### config.mk
export PLATFORM = sky130hd
export DESIGN_NAME = irq_ctrl
export DESIGN_NICKNAME = d
export VERILOG_FILES = /design/src/rtl/irq_ctrl_pkg.sv /design/src/rtl/irq_prio_enc.sv /design/src/rtl/irq_ctrl.sv
export SDC_FILE = /design/constraint.sdc
export NUM_CORES = 1
export LEC_CHECK = 0
export BUFFER_PORTS_ARGS = -buffer_cell sky130_fd_sc_hd__buf_2
export CAP_MARGIN = 20
export CORE_UTILIZATION = 37
export CTS_CLUSTER_DIAMETER = 80
export DETAILED_ROUTE_END_ITERATION = 8
export GPL_TIMING_DRIVEN = 0
export HOLD_SLACK_MARGIN = 0.08
export PLACE_DENSITY = 0.63
export SLEW_MARGIN = 20
export SYNTH_ARGS = -nofsm -noshare
export SYNTH_HDL_FRONTEND = slang
export SYNTH_SLANG_ARGS = --single-unit
### constraint.sdc
create_clock -name CLK -period 3.6 [get_ports CLK]
set_input_delay 0.36 -clock CLK [delete_from_list [all_inputs] [get_ports CLK]]
set_output_delay 0.36 -clock CLK [all_outputs]
set_load 0.05 [all_outputs]
### src/rtl/irq_ctrl_pkg.sv
// Shared encodings for the Beta interrupt controller.
// Latency: n/a (types and constants only).
// Backpressure: n/a.
package irq_ctrl_pkg;

    typedef enum logic [1:0] {
        ST_IDLE    = 2'd0,
        ST_ASSERT  = 2'd1,
        ST_SERVICE = 2'd2
    } state_e;

    localparam logic [1:0] ADDR_MASK     = 2'd0;
    localparam logic [1:0] ADDR_MODE     = 2'd1;
    localparam logic [1:0] ADDR_PEND_CLR = 2'd2;
    localparam logic [1:0] ADDR_STATUS   = 2'd3;

endpackage

### src/rtl/irq_prio_enc.sv
// Fixed-priority encoder: lowest set bit of req wins.
// Latency: combinational.
// Backpressure: none.
// Ports: req (NSRC request vector) -> valid (any bit set), id (index of winner).
module irq_prio_enc #(
    parameter int NSRC = 8,
    parameter int IDW  = 3
) (
    input  logic [NSRC-1:0] req,
    output logic            valid,
    output logic [IDW-1:0]  id
);

    always_comb begin
        valid = |req;
        id    = '0;
        // Scan from the top down so the lowest set index is written last.
        for (int i = NSRC - 1; i >= 0; i--) begin
            if (req[i]) begin
                id = IDW'(i);
            end
        end
    end

endmodule

### src/rtl/irq_ctrl.sv
// Interrupt controller for the Beta CPU: latches/masks sources, raises IRQ for the
// lowest-index eligible source, holds it until ACK, then tracks service until EOI.
// Latency: source edge at k -> pending at k+1 -> IRQ at k+2. Backpressure: IRQ held until IRQ_ACK.
// Ports: SRC in, SUPERVISOR/IRQ_ACK/EOI CPU handshakes, CFG_* register access,
//        IRQ/IRQ_ID/IN_SERVICE to the control unit.
module irq_ctrl
    import irq_ctrl_pkg::*;
#(
    parameter int NSRC = 8,
    parameter int IDW  = 3
) (
    input  logic            CLK,
    input  logic            RESET_N,
    input  logic [NSRC-1:0] SRC,
    input  logic            SUPERVISOR,
    input  logic            IRQ_ACK,
    input  logic            EOI,
    input  logic            CFG_WE,
    input  logic [1:0]      CFG_ADDR,
    input  logic [NSRC-1:0] CFG_WDATA,
    output logic [31:0]     CFG_RDATA,
    output logic            IRQ,
    output logic [IDW-1:0]  IRQ_ID,
    output logic            IN_SERVICE
);

    state_e          state_q, state_d;
    logic [NSRC-1:0] mask_q, mask_d;
    logic [NSRC-1:0] mode_q, mode_d;
    logic [NSRC-1:0] pend_q, pend_d;
    logic [NSRC-1:0] src_prev_q, src_prev_d;
    logic [IDW-1:0]  irq_id_q, irq_id_d;

    logic [NSRC-1:0] eligible;
    logic [NSRC-1:0] rise;
    logic [NSRC-1:0] clr;
    logic [NSRC-1:0] ack_vec;
    logic            win_vld;
    logic [IDW-1:0]  win_id;

    assign eligible = pend_q & mask_q;

    irq_prio_enc #(
        .NSRC (NSRC),
        .IDW  (IDW)
    ) u_prio (
        .req   (eligible),
        .valid (win_vld),
        .id    (win_id)
    );

    // Config registers and pending vector.
    always_comb begin
        mask_d     = mask_q;
        mode_d     = mode_q;
        src_prev_d = SRC;
        if (CFG_WE && (CFG_ADDR == ADDR_MASK)) mask_d = CFG_WDATA;
        if (CFG_WE && (CFG_ADDR == ADDR_MODE)) mode_d = CFG_WDATA;

        // Only a real acknowledge (while asserting) retires the serviced edge.
        ack_vec = '0;
        if ((state_q == ST_ASSERT) && IRQ_ACK) begin
            ack_vec = {{(NSRC-1){1'b0}}, 1'b1} << irq_id_q;
        end
        clr  = ack_vec | ((CFG_WE && (CFG_ADDR == ADDR_PEND_CLR)) ? CFG_WDATA : '0);
        rise = SRC & ~src_prev_q;

        // Edge bits: clear then OR in new edges, so a same-cycle set wins.
        // Level bits simply follow the registered source.
        pend_d = (mode_q & ((pend_q & ~clr) | rise)) | (~mode_q & SRC);
    end

    // Request FSM.
    always_comb begin
        state_d  = state_q;
        irq_id_d = irq_id_q;
        case (state_q)
            ST_IDLE: begin
                if (win_vld && !SUPERVISOR) begin
                    state_d  = ST_ASSERT;
                    irq_id_d = win_id;
                end
            end
            ST_ASSERT: begin
                // ACK beats a simultaneous retract.
                if (IRQ_ACK) begin
                    state_d = ST_SERVICE;
                end else if (!eligible[irq_id_q]) begin
                    state_d = ST_IDLE;
                end
            end
            ST_SERVICE: begin
                if (EOI) state_d = ST_IDLE;
            end
            default: state_d = ST_IDLE;
        endcase
    end

    always_ff @(posedge CLK or negedge RESET_N) begin
        if (!RESET_N) begin
            state_q    <= ST_IDLE;
            mask_q     <= '0;
            mode_q     <= '0;
            pend_q     <= '0;
            src_prev_q <= '0;
            irq_id_q   <= '0;
        end else begin
            state_q    <= state_d;
            mask_q     <= mask_d;
            mode_q     <= mode_d;
            pend_q     <= pend_d;
            src_prev_q <= src_prev_d;
            irq_id_q   <= irq_id_d;
        end
    end

    assign IRQ        = (state_q == ST_ASSERT);
    assign IN_SERVICE = (state_q == ST_SERVICE);
    assign IRQ_ID     = irq_id_q;

    always_comb begin
        CFG_RDATA = '0;
        case (CFG_ADDR)
            ADDR_MASK:     CFG_RDATA = 32'(mask_q);
            ADDR_MODE:     CFG_RDATA = 32'(mode_q);
            ADDR_PEND_CLR: CFG_RDATA = 32'(pend_q);
            ADDR_STATUS:   CFG_RDATA = 32'({IN_SERVICE, IRQ, irq_id_q});
            default:       CFG_RDATA = '0;
        endcase
    end

endmodule

# Word level (Yosys, flattened, before mapping)
# Cells that the tools add are included.
# word_totals
in_bits,24
output_inout_bits,37
wordCells,56
reg_bits,37
# classes
muxes,18
order_cmp,1
n_eq_ne,8
bitwise_logic,11
reduce_logical,11
shifts,1
# op_table
operator,count
case mux 32 bit (4 select lines),1
AND 8 bit,5
two-way mux 3 bit,8
inverter 8 bit,3
bitwise OR 8 bit,3
two-way mux 8 bit,2
two-way mux 2 bit,4
OR reduction 8 bit,1
<< shifter 1 x 3 -> 8 bit (first input constant),1
== test 2 bit (second input constant),3
case mux 2 bit (3 select lines),1
logical AND 1 bit,5
== test 2 x 1 -> 1 bit (second input constant),2
zero test 2 bit,2
less-than comparator 3 x 4 -> 1 bit (second input constant),1
!= test 2 bit (second input constant),2
binary-select mux 1 bit (select 3 bit),1
!= test 3 bit (second input constant),1
AND reduction 3 bit,1
AND reduction 2 bit,1
zero test 1 bit,1
two-way mux 1 bit,1

# Longest topological paths before layout
# Gate-level depths: netlist (run 1).
# logic_depth
depth_word,9
mapped_depth,5
ltp_nobuf,4

# By module
# Synthesis (run 1) repeated with hierarchy kept, for this count alone.
# unflattened
hier_cells,178
area_unflattened_um2,2064.5
# by_module_without_submodules
mod,area_each_um2,instances,cells_each,seq_area_each_um2
irq_ctrl,1983.2,1,165,925.9
irq_prio_enc,81.3,1,13,0.0

# Worst setup path after synthesis (run 1)
# No wires, ideal clock.
# synth_path
kind,register -> output
start,register state_q[0]
end,output CFG_RDATA[3]
required_time_ns,3.240
path_buffers,0
path_stages_with_launch,3
path_slack_ns,1.480
arrival_ns,1.760
path_cell_list,dfrtp_1 nor2b_1 mux4_2
# synth_between
elab_chain_cells,2
# synth_rtl
element,line_no,source
from (decl),irq_ctrl.sv:27,"state_e state_q, state_d;"
from (signal assigned),irq_ctrl.sv:108,state_q <= state_d;
== test 2 x 1 -> 1 bit,irq_ctrl.sv:117,assign IRQ = (state_q == ST_ASSERT);
via IRQ,irq_ctrl.sv:22,"output logic IRQ,"
case mux 32 bit (4 select lines),irq_ctrl.sv:123,case (CFG_ADDR)
to (decl),irq_ctrl.sv:21,"output logic [31:0] CFG_RDATA,"
# The timed path passes the listed nets, and every way through them passes these cells. The select of a mux whose other input is x is not followed.

# Worst setup path after layout (run 1)
# layout_path
start,register irq_id_q[1] (netlist: IRQ_ID[1])
end,output CFG_RDATA[1]
# layout_between
elab_chain_cells,1
# layout_rtl
element,line_no,source
from (decl),irq_ctrl.sv:32,"logic [IDW-1:0] irq_id_q, irq_id_d;"
from (signal assigned),irq_ctrl.sv:113,irq_id_q <= irq_id_d;
case mux 32 bit (4 select lines),irq_ctrl.sv:123,
# No other way between the ends. The select of a mux whose other input is x is not followed.

==> impl_metrics.json, run 1 <==
{
  "status": "completed",
  "path_buf_inv": 2,
  "syn_inst": 176,
  "cts_root_buf": "clkbuf_8",
  "route.detailed.drc": 0,
  "gp_congestion": 0.858,
  "path_max_fanout": 8,
  "rsz0062_at_grt": "no",
  "cts_tree": "yes",
  "routed_wl_um": 4270,
  "die_height_um": 75.7,
  "cts_sinks": 37,
  "finalHoldViolations": 0,
  "rows": 26,
  "fill_cells": 484,
  "hpwl_um": 3160,
  "overflow": 0,
  "avgSynthCellArea_sq_um": 11.4,
  "max-slew-margin-rel_pct": 46.1,
  "gr-max-usage-layer": "met2",
  "period_share_pct": 55.0,
  "cts-resized-gates": 0,
  "routed_via_density": 4.75,
  "first_pass_iters": 4,
  "netlist_area_sq_um": 2010,
  "ant_nets": 0,
  "drive_gt1_share_pct": 38.3,
  "multi_input_area_sq_um": 953,
  "ir_drop_uv": 292,
  "postCtsSetupBuffers": 0,
  "slew_viol_final": 0,
  "drv_cap": 0,
  "grt_pass1_vias": 1399,
  "met3_usage_pct": 3.84,
  "synth_seq_cells": 37,
  "portBuffers": 36,
  "ys_seq_area_share_pct": 46.1,
  "min_path_type": "input port to async pin",
  "grt.met1_usage_pct": 22.1,
  "yosysTopAreaCellShare_pct": 46.1,
  "cts_hold_buf": 0,
  "path_class": "flop to primary output",
  "slowest_delay_ns": 0.52,
  "path_delay_family": "multiplexers",
  "arrival_ns": 1.62,
  "synth.top_cells.by_area": "dfrtp_1 (46%), mux2_2 (9.5%), buf_4 (9.3%), nand2_1 (5.2%), mux4_2 (4.5%)",
  "coreArea_sq_um": 5170,
  "tightest_slew_ns": 0.809,
  "setup_ws_ns": 1.62,
  "required_ns": 3.24,
  "start_util_pct": 38.8,
  "utilization_pct": 47.3,
  "yosys.cell_types.count": 33,
  "insertion_delay_ns": 0.29,
  "grt_pass1_wl_um": 6690,
  "cts_htree_levels": 2,
  "chipWidth_um": 75.7,
  "die_area_sq_um": 5730,
  "regArea_sq_um": 926,
  "pin_count": 61,
  "crit_chain": "clkbuf_1 > mux4_2 > buf_2",
  "min_period_ns": 1.98,
  "fin_nets": 266,
  "cts_buffers": 5,
  "crit_slowest_cell": "mux4_2",
  "grt_antenna_before_repair": 0,
  "clk_pin_slew_worst_paths_ns": 0.08,
  "grt_start_max_net_pins": 38,
  "yosysWarningCount": 0,
  "area_growth_pct": 21.7,
  "clock.fmax_ghz": 0.505,
  "antenna_cells": 0,
  "cp-start-kind": "flop",
  "wl_per_cell_um": 13.6,
  "use_met2_pct": 25.3,
  "p_leak_uw": 0.00122,
  "setup_viol": 0,
  "clk_path_buf_depth": 2,
  "powerDensity_nw_per_um2": 628,
  "setup_tns_ns": 0,
  "skew_ns": 0.0117,
  "synth_top_area_cell": "dfrtp_1",
  "grtUsageTotal_pct": 16.1,
  "placement.setup.worst_slack_ns": 1.72,
  "drtIter0Drc": 48,
  "vias": 1486,
  "cp-end-kind": "primary output"
}
## path summary, 6_finish.rpt
path	from	endpoint	slack [ns]	cells after the start
min in group CLK	SRC[4]	src_prev_q[4]	0.18	1
worst max-delay path	IRQ_ID[1]	CFG_RDATA[1]	1.62	3
worst max register to register	state_q[1]	IRQ_ID[0]	2.03	3
max in group asynchronous	RESET_N	pend_q[2]	2.93	1
worst min register to register	mask_q[0]	mask_q[0]	0.54	1
worst min-delay path	RESET_N	IRQ_ID[2]	0.16	1
## cell usage after synthesis
master / n
o21a_1: 1
nand2_1: 28
buf_6: 1
nor2b_1: 4
a21o_1: 6
a31o_1: 1
conb_1: 1
o2bb2ai_1: 1
nor3_1: 1
a22o_1: 2
nand3b_1: 2
a221oi_1: 6
mux4_1: 3
mux2i_1: 4
a32oi_1: 1
nor3b_4: 1
a21oi_1: 6
buf_2: 2
a22oi_1: 2
inv_1: 1
nor2_1: 2
nand2b_1: 2
buf_4: 25
clkbuf_1: 1
mux2_2: 17
o21ai_0: 3
and2b_1: 1
and2_1: 1
a32o_1: 1
mux4_2: 4
dfrtp_1: 37
and3_1: 1
nand3_1: 7
## cell usage in the layout (no fill, tap or decap), drive strengths merged, types with 2 or more instances in the layout
cell and instances:
mux2i 4, a22o 2, nand2b 2, a21o 6, nand3 7, clkinv 2
nand3b 2, a21oi 6, o21ai 3, a22oi 2, mux2 17, a221oi 6
buf 64, mux4 7, nor2b 4, nor2 2, conb 24, clkbuf 7
nand2 28, dfrtp 37
## final cells by class
| type | instances | share of cell area [%] |
|---|---|---|
| buffer | 29 | 8.70 |
| inverter | 1 | 0.153 |
| clock inverter | 2 | 0.409 |
| tap | 70 | 3.58 |
| multi-input combinational | 132 | 39.0 |
| clock buffer | 6 | 2.97 |
| sequential | 37 | 37.9 |
| timing repair buffer | 36 | 7.37 |
## where the power goes
group	leakage (uW)	switching [uW]	internal [uW]
logic	0.000736	437	239
clock network	0.0000450	144	134
registers	0.000437	83.9	500
total	0.00122	665	872
## metal layers
layer,part of all wire (%),vias to the layer above
li1,-,720
met1,45,702
met2,47,58
met3,6.4,6
met4,1.2,0
met5,0,-
## flip-flops by register name, summed over array words and instances, names as in the netlist
| signal | count |
|---|---|
| mask_q | 8 |
| mode_q | 8 |
| src_prev_q | 8 |
| pend_q | 8 |
| state_q | 2 |
| IRQ_ID | 3 |
## cells by family after synthesis
family | Yosys count | synth area share (%)
mux | 28 | 19.9
simple gates | 50 | 12.1
compound gates | 30 | 10.9
buf+inv | 30 | 10.8
flops | 37 | 46.1
other cells | 1 | 0.187
## through the flow
step / hold WS [ns] / total power, uW / instances / area [sq um]
after floorplan: 0.0644 / 1110 / 199 / 2100
after global placement: 0.485 / 1250 / 305 / 2360
after detailed placement: 0.485 / 1260 / 305 / 2360
after CTS: 0.179 / 1550 / 313 / 2450
after global routing: 0.176 / 1620 / 313 / 2450
final: 0.158 / 1540 / 313 / 2450
Power figures use the tool's default switching activity.
==> inputs of run 2 (changes only) <==
Settings changed: ABC_AREA from default to 1, PLACE_DENSITY 0.63 to 0.62.
Clock period 3.6 ns to 2 ns, I/O delays scaled along.
==> impl_metrics.json, run 2 <==
{
  "setup_viol": 0,
  "vias": 1815,
  "yosysWarningCount": 0,
  "status": "completed",
  "power.switching_uw": 1100,
  "hold_depth": 4,
  "cts_htree_levels": 2,
  "route.detailed.drc": 0,
  "reg2reg_from": "state_q[1]",
  "synth_top_area_cell": "dfrtp_1",
  "setup_tns_ns": 0,
  "grt_pass1_vias": 1657,
  "grt_antenna_before_repair": 0,
  "rrSetupSlack_ns": 0.66,
  "ant_nets": 0,
  "die_area_sq_um": 5870,
  "rows": 26,
  "cts_root_buf": "clkbuf_8",
  "reg2reg_depth": 6,
  "seq_power_share_pct": 39.8,
  "netlist_area_sq_um": 2060,
  "met3_usage_pct": 4.67,
  "cts-resized-gates": 0,
  "first_pass_iters": 4,
  "skew_ns": 0.00668,
  "insertion_delay_ns": 0.29,
  "wl_per_cell_um": 11.5,
  "clockPowerShare_pct": 20.0,
  "final_common_cell": "nand2_1",
  "finalHoldViolations": 0,
  "setup_ws_ns": 0.415,
  "drtIter0Drc": 95,
  "avgSynthCellArea_sq_um": 7.68,
  "coreArea_sq_um": 5240,
  "start_util_pct": 39.3,
  "p_leak_uw": 0.00140,
  "path_class": "flop to primary output",
  "min_from": "IRQ_ACK",
  "routed_via_density": 4.38,
  "drv_cap": 0,
  "gp_congestion": 0.894,
  "area_growth_pct": 25.5,
  "portBuffers": 36,
  "grt.met1_usage_pct": 23.0,
  "path_max_fanout": 7,
  "switching_share_pct": 44.0,
  "chipWidth_um": 76.6,
  "syn_inst": 268,
  "die_height_um": 76.6,
  "grt_start_max_net_pins": 38,
  "grt_pass1_wl_um": 7720,
  "pin_count": 61,
  "min_path_type": "input port to flop",
  "cts_buffers": 5,
  "worst_r2r_endpoint": "pend_q[2]",
  "synth.top_cells.by_area": "dfrtp_1 (45%), nand2_1 (18%), buf_4 (8.8%), o21ai_0 (4.4%), inv_1 (4.0%)",
  "grtUsageTotal_pct": 17.3,
  "use_met2_pct": 26.8,
  "cp-end-kind": "primary output",
  "postCtsSetupBuffers": 0,
  "synth_seq_cells": 37,
  "tightest_slew_ns": 0.842,
  "cp-start-kind": "flop",
  "worst_hold_slack_ns": 0.170,
  "rsz0062_at_grt": "no",
  "ys_async_sr_fraction_pct": 100,
  "overflow": 0,
  "arrival_ns": 1.39,
  "slew_viol_final": 0,
  "power_uw": 2510,
  "max-slew-margin-rel_pct": 43.9,
  "placement.setup.worst_slack_ns": 0.511,
  "holdPathEnd": "state_q[0]",
  "period_share_pct": 79.3,
  "antenna_cells": 0,
  "synth_common_cells": "nand2_1 (101), dfrtp_1 (37), buf_4 (24), inv_1 (22), nor2_1 (20)",
  "p_int_uw": 1400,
  "yosysMostFrequentCell": "nand2_1",
  "yosysTopAreaCellShare_pct": 45.0,
  "mostFrequentLayoutCells": "nand2_1 (101), dfrtp_1 (37), buf_2 (36)",
  "synth_edf_count": 0,
  "clock.fmax_ghz": 0.631,
  "drive_gt1_share_pct": 24.4,
  "required_ns": 1.80,
  "fin_nets": 367,
  "synth-main-ff-cell": "dfrtp_1",
  "cts_sinks": 37,
  "powerDensity_nw_per_um2": 970,
  "gr-max-usage-layer": "met2",
  "cts_tree": "yes",
  "yosys.cell_types.count": 21,
  "pwr-share-comb_pct": 40.2,
  "min_period_ns": 1.59,
  "clk_pin_slew_worst_paths_ns": 0.07,
  "clk_path_buf_depth": 2,
  "hpwl_um": 3530,
  "ir_drop_uv": 436,
  "ys_seq_area_share_pct": 45.0,
  "routed_wl_um": 4770
}
==> run 2: changes by cell type after synthesis, moves of 6 or more <==
cell      before  now
a21o_1         6    0
nor2_1         2   20
nand2_1       28  101
o21ai_0        3   18
inv_1          1   22
nand3_1        7   14
a221oi_1       6    0
o21ai_2        0    8
mux2_2        17    0
==> run 2: cells by family after synthesis <==
logic type	synth area share [%]
compound gates	10.8
buf+inv	14.0
flops	45.0
other cells	0.182
simple gates	30.0
==> run 2: per-stage QoR <==
stage	util, %	std cells	area, sq um
global placement	46.1	397	2410
finish	49.3	414	2580
global route	49.3	414	2580
CTS	49.3	414	2580
detailed placement	46.1	397	2410
floorplan	-	291	2140
==> run 2: worst max-delay path by stage <==
| stage | startpoint | endpoint | slack [ns] | depth (start not counted) |
|---|---|---|---|---|
| finish | IRQ_ID[0] | CFG_RDATA[0] | 0.41 | 3 |
| global route | IRQ_ID[0] | CFG_RDATA[0] | 0.34 | 3 |
| CTS | IRQ_ID[0] | CFG_RDATA[0] | 0.39 | 3 |
| detailed placement | CFG_ADDR[0] | CFG_RDATA[0] | 0.51 | 7 |
| global placement | CFG_ADDR[0] | CFG_RDATA[0] | 0.53 | 7 |
| floorplan | IRQ_ID[0] | CFG_RDATA[0] | 0.14 | 2 |
==> run 2: power by group through the flow <==
| stage | registers (uW) | logic (uW) | clock network (uW) |
|---|---|---|---|
| after floorplan | 1060 | 703 | 0 |
| after global placement | 1010 | 984 | 0 |
| after detailed placement | 1010 | 994 | 0 |
| after CTS | 996 | 1010 | 514 |
| after global routing | 1020 | 1100 | 551 |
| final | 997 | 1010 | 502 |
==> run 2: layer usage <==
layer	vias up	share of wire (%)
met2	76	44
met4	0	1.2
met1	787	46
met3	5	7.8
li1	947	-
met5	-	0
==> run 2: what timing repair did <==
item	4_1_cts	5_1_grt
hold endpoints to repair	45	0
hold buffers	9	0
setup endpoints to repair	0	0
==> run 2: worst max-delay path, stage by stage (launching register included) <==
cell and delay, ns:
dfrtp_1 0.47, inv_1 0.10, o2111ai_1 0.23, buf_2 0.30
==> run 2: final cells by class <==
| class | count | area (sq um) |
|---|---|---|
| flip-flops and latches | 37 | 926 |
| fillers | 555 | 2660 |
| multi-input cells | 205 | 930 |
| repair buffers | 45 | 270 |
| clock buffers | 8 | 80.1 |
| inverters | 23 | 86.3 |
| well taps | 70 | 87.6 |
| plain buffers | 26 | 203 |
==> inputs of run 3 (changes only) <==
Clock period 2 ns to 1.57 ns, I/O delays scaled along.
==> impl_metrics.json, run 3 (synthesis gave the netlist of run 2 again) <==
{
  "power.switching_uw": 1430,
  "ant_nets": 0,
  "first_pass_iters": 4,
  "seq_power_share_pct": 38.9,
  "arrival_ns": 1.35,
  "routed_via_density": 4.42,
  "tightest_slew_ns": 0.844,
  "cp-end-kind": "primary output",
  "chipWidth_um": 76.6,
  "cts_buffers": 5,
  "worst_r2r_endpoint": "pend_q[0]",
  "vias": 1826,
  "drv_cap": 0,
  "gp_congestion": 0.877,
  "overflow": 0,
  "antenna_cells": 0,
  "setup_tns_ns": 0,
  "skew_ns": 0.00687,
  "period_share_pct": 96.0,
  "mostFrequentLayoutCells": "nand2_1 (101), dfrtp_1 (37), buf_2 (33)",
  "fin_nets": 367,
  "p_leak_uw": 0.00142,
  "grt_pass1_wl_um": 8090,
  "routed_wl_um": 4780,
  "wl_per_cell_um": 11.6,
  "grt_antenna_before_repair": 0,
  "powerDensity_nw_per_um2": 1240,
  "reg2reg_from": "state_q[1]",
  "rrSetupSlack_ns": 0.20,
  "ir_drop_uv": 675,
  "pwr-share-comb_pct": 40.2,
  "final_common_cell": "nand2_1",
  "clk_pin_slew_worst_paths_ns": 0.07,
  "cts_tree": "yes",
  "insertion_delay_ns": 0.29,
  "path_class": "flop to primary output",
  "cp-start-kind": "flop",
  "die_area_sq_um": 5870,
  "rsz0062_at_grt": "no",
  "pin_count": 61,
  "slowest_delay_ns": 0.46,
  "drtIter0Drc": 111,
  "grt_start_max_net_pins": 38,
  "coreArea_sq_um": 5240,
  "hpwl_um": 3510,
  "switching_share_pct": 43.7,
  "min_path_type": "input port to flop",
  "status": "completed",
  "crit_path_start": "IRQ_ID[1]",
  "path_max_fanout": 7,
  "fill_cells": 550,
  "postCtsSetupBuffers": 0,
  "placement.setup.worst_slack_ns": 0.161,
  "finalHoldViolations": 0,
  "die_height_um": 76.6,
  "clockPowerShare_pct": 20.9,
  "required_ns": 1.41,
  "reg2reg_depth": 6,
  "cp-endpoint": "CFG_RDATA[1]",
  "utilization_pct": 50.1,
  "portBuffers": 36,
  "route.detailed.drc": 0,
  "cts_htree_levels": 2,
  "cts_root_buf": "clkbuf_8",
  "area_growth_pct": 27.5,
  "setup_viol": 0,
  "max-slew-margin-rel_pct": 43.7,
  "worst_hold_slack_ns": 0.119,
  "clock.fmax_ghz": 0.664,
  "cts_sinks": 37,
  "setup_ws_ns": 0.0629,
  "drive_gt1_share_pct": 26.2,
  "grt_pass1_vias": 1676,
  "min_period_ns": 1.51,
  "rows": 26,
  "crit_chain": "inv_1 > o2111ai_2 > buf_2",
  "clk_path_buf_depth": 2,
  "p_int_uw": 1840,
  "crit_slowest_cell": "dfrtp_1",
  "slew_viol_final": 0,
  "grtUsageTotal_pct": 18.0,
  "start_util_pct": 39.3
}
## run 3: per-stage QoR
stage          total power [uW]  std cells  instance area [sq um]
6_report                   3270        413                   2620
5_1_grt                    3490        413                   2620
4_1_cts                    3270        413                   2610
3_5_place_dp               2570        397                   2430
3_3_place_gp               2550        397                   2430
2_1_floorplan              2270        291                   2170
## run 3: layout make-up
cell class	instances	area (sq um)	area share [%]
Buffer	26	203	7.73
Clock buffer	7	86.3	3.29
Inverter	23	86.3	3.29
Multi-Input combinational cell	205	957	36.5
Sequential cell	37	926	35.3
Tap cell	70	87.6	3.34
Timing Repair Buffer	45	278	10.6
## run 3: worst min-delay path by stage
stage / from / endpoint / slack (ns) / depth (start not counted)
after global routing: IRQ_ACK / state_q[0] / 0.12 / 4
after CTS: IRQ_ACK / state_q[0] / 0.11 / 4
after detailed placement: SRC[1] / src_prev_q[1] / 0.28 / 1
after global placement: SRC[6] / src_prev_q[6] / 0.28 / 1
final: IRQ_ACK / state_q[0] / 0.12 / 4
after floorplan: RESET_N / IRQ_ID[0] / -0.14 / 0
## run 3: worst max-delay path: cells and delay by family (launching register included)
| kind | cells | cell delay (ns) |
|---|---|---|
| flops | 1 | 0.46 |
| compound gates | 1 | 0.20 |
| buf+inv | 2 | 0.39 |
## run 3: metal layers
| layer | GRT usage [%] | wire length (um) | up-vias |
|---|---|---|---|
| li1 | - | - | 947 |
| met1 | 24.8 | 2350 | 819 |
| met2 | 27.8 | 2130 | 54 |
| met3 | 2.99 | 244 | 6 |
| met4 | 8.08 | 58 | 0 |
| met5 | 0 | 0 | - |
## run 3: timing repair
action	4_1_cts	5_1_grt
hold buffers	9	0
resized for setup	1	3
endpoints found under the hold margin	45	0
cloned	0	0
setup endpoints to repair	1	3
## run 3: power by group through the flow
stage,clock network [uW],logic [uW],registers [uW]
after floorplan,0,915,1350
after global placement,0,1270,1280
after detailed placement,0,1280,1290
after CTS,698,1300,1270
after global routing,734,1460,1290
final,683,1310,1270
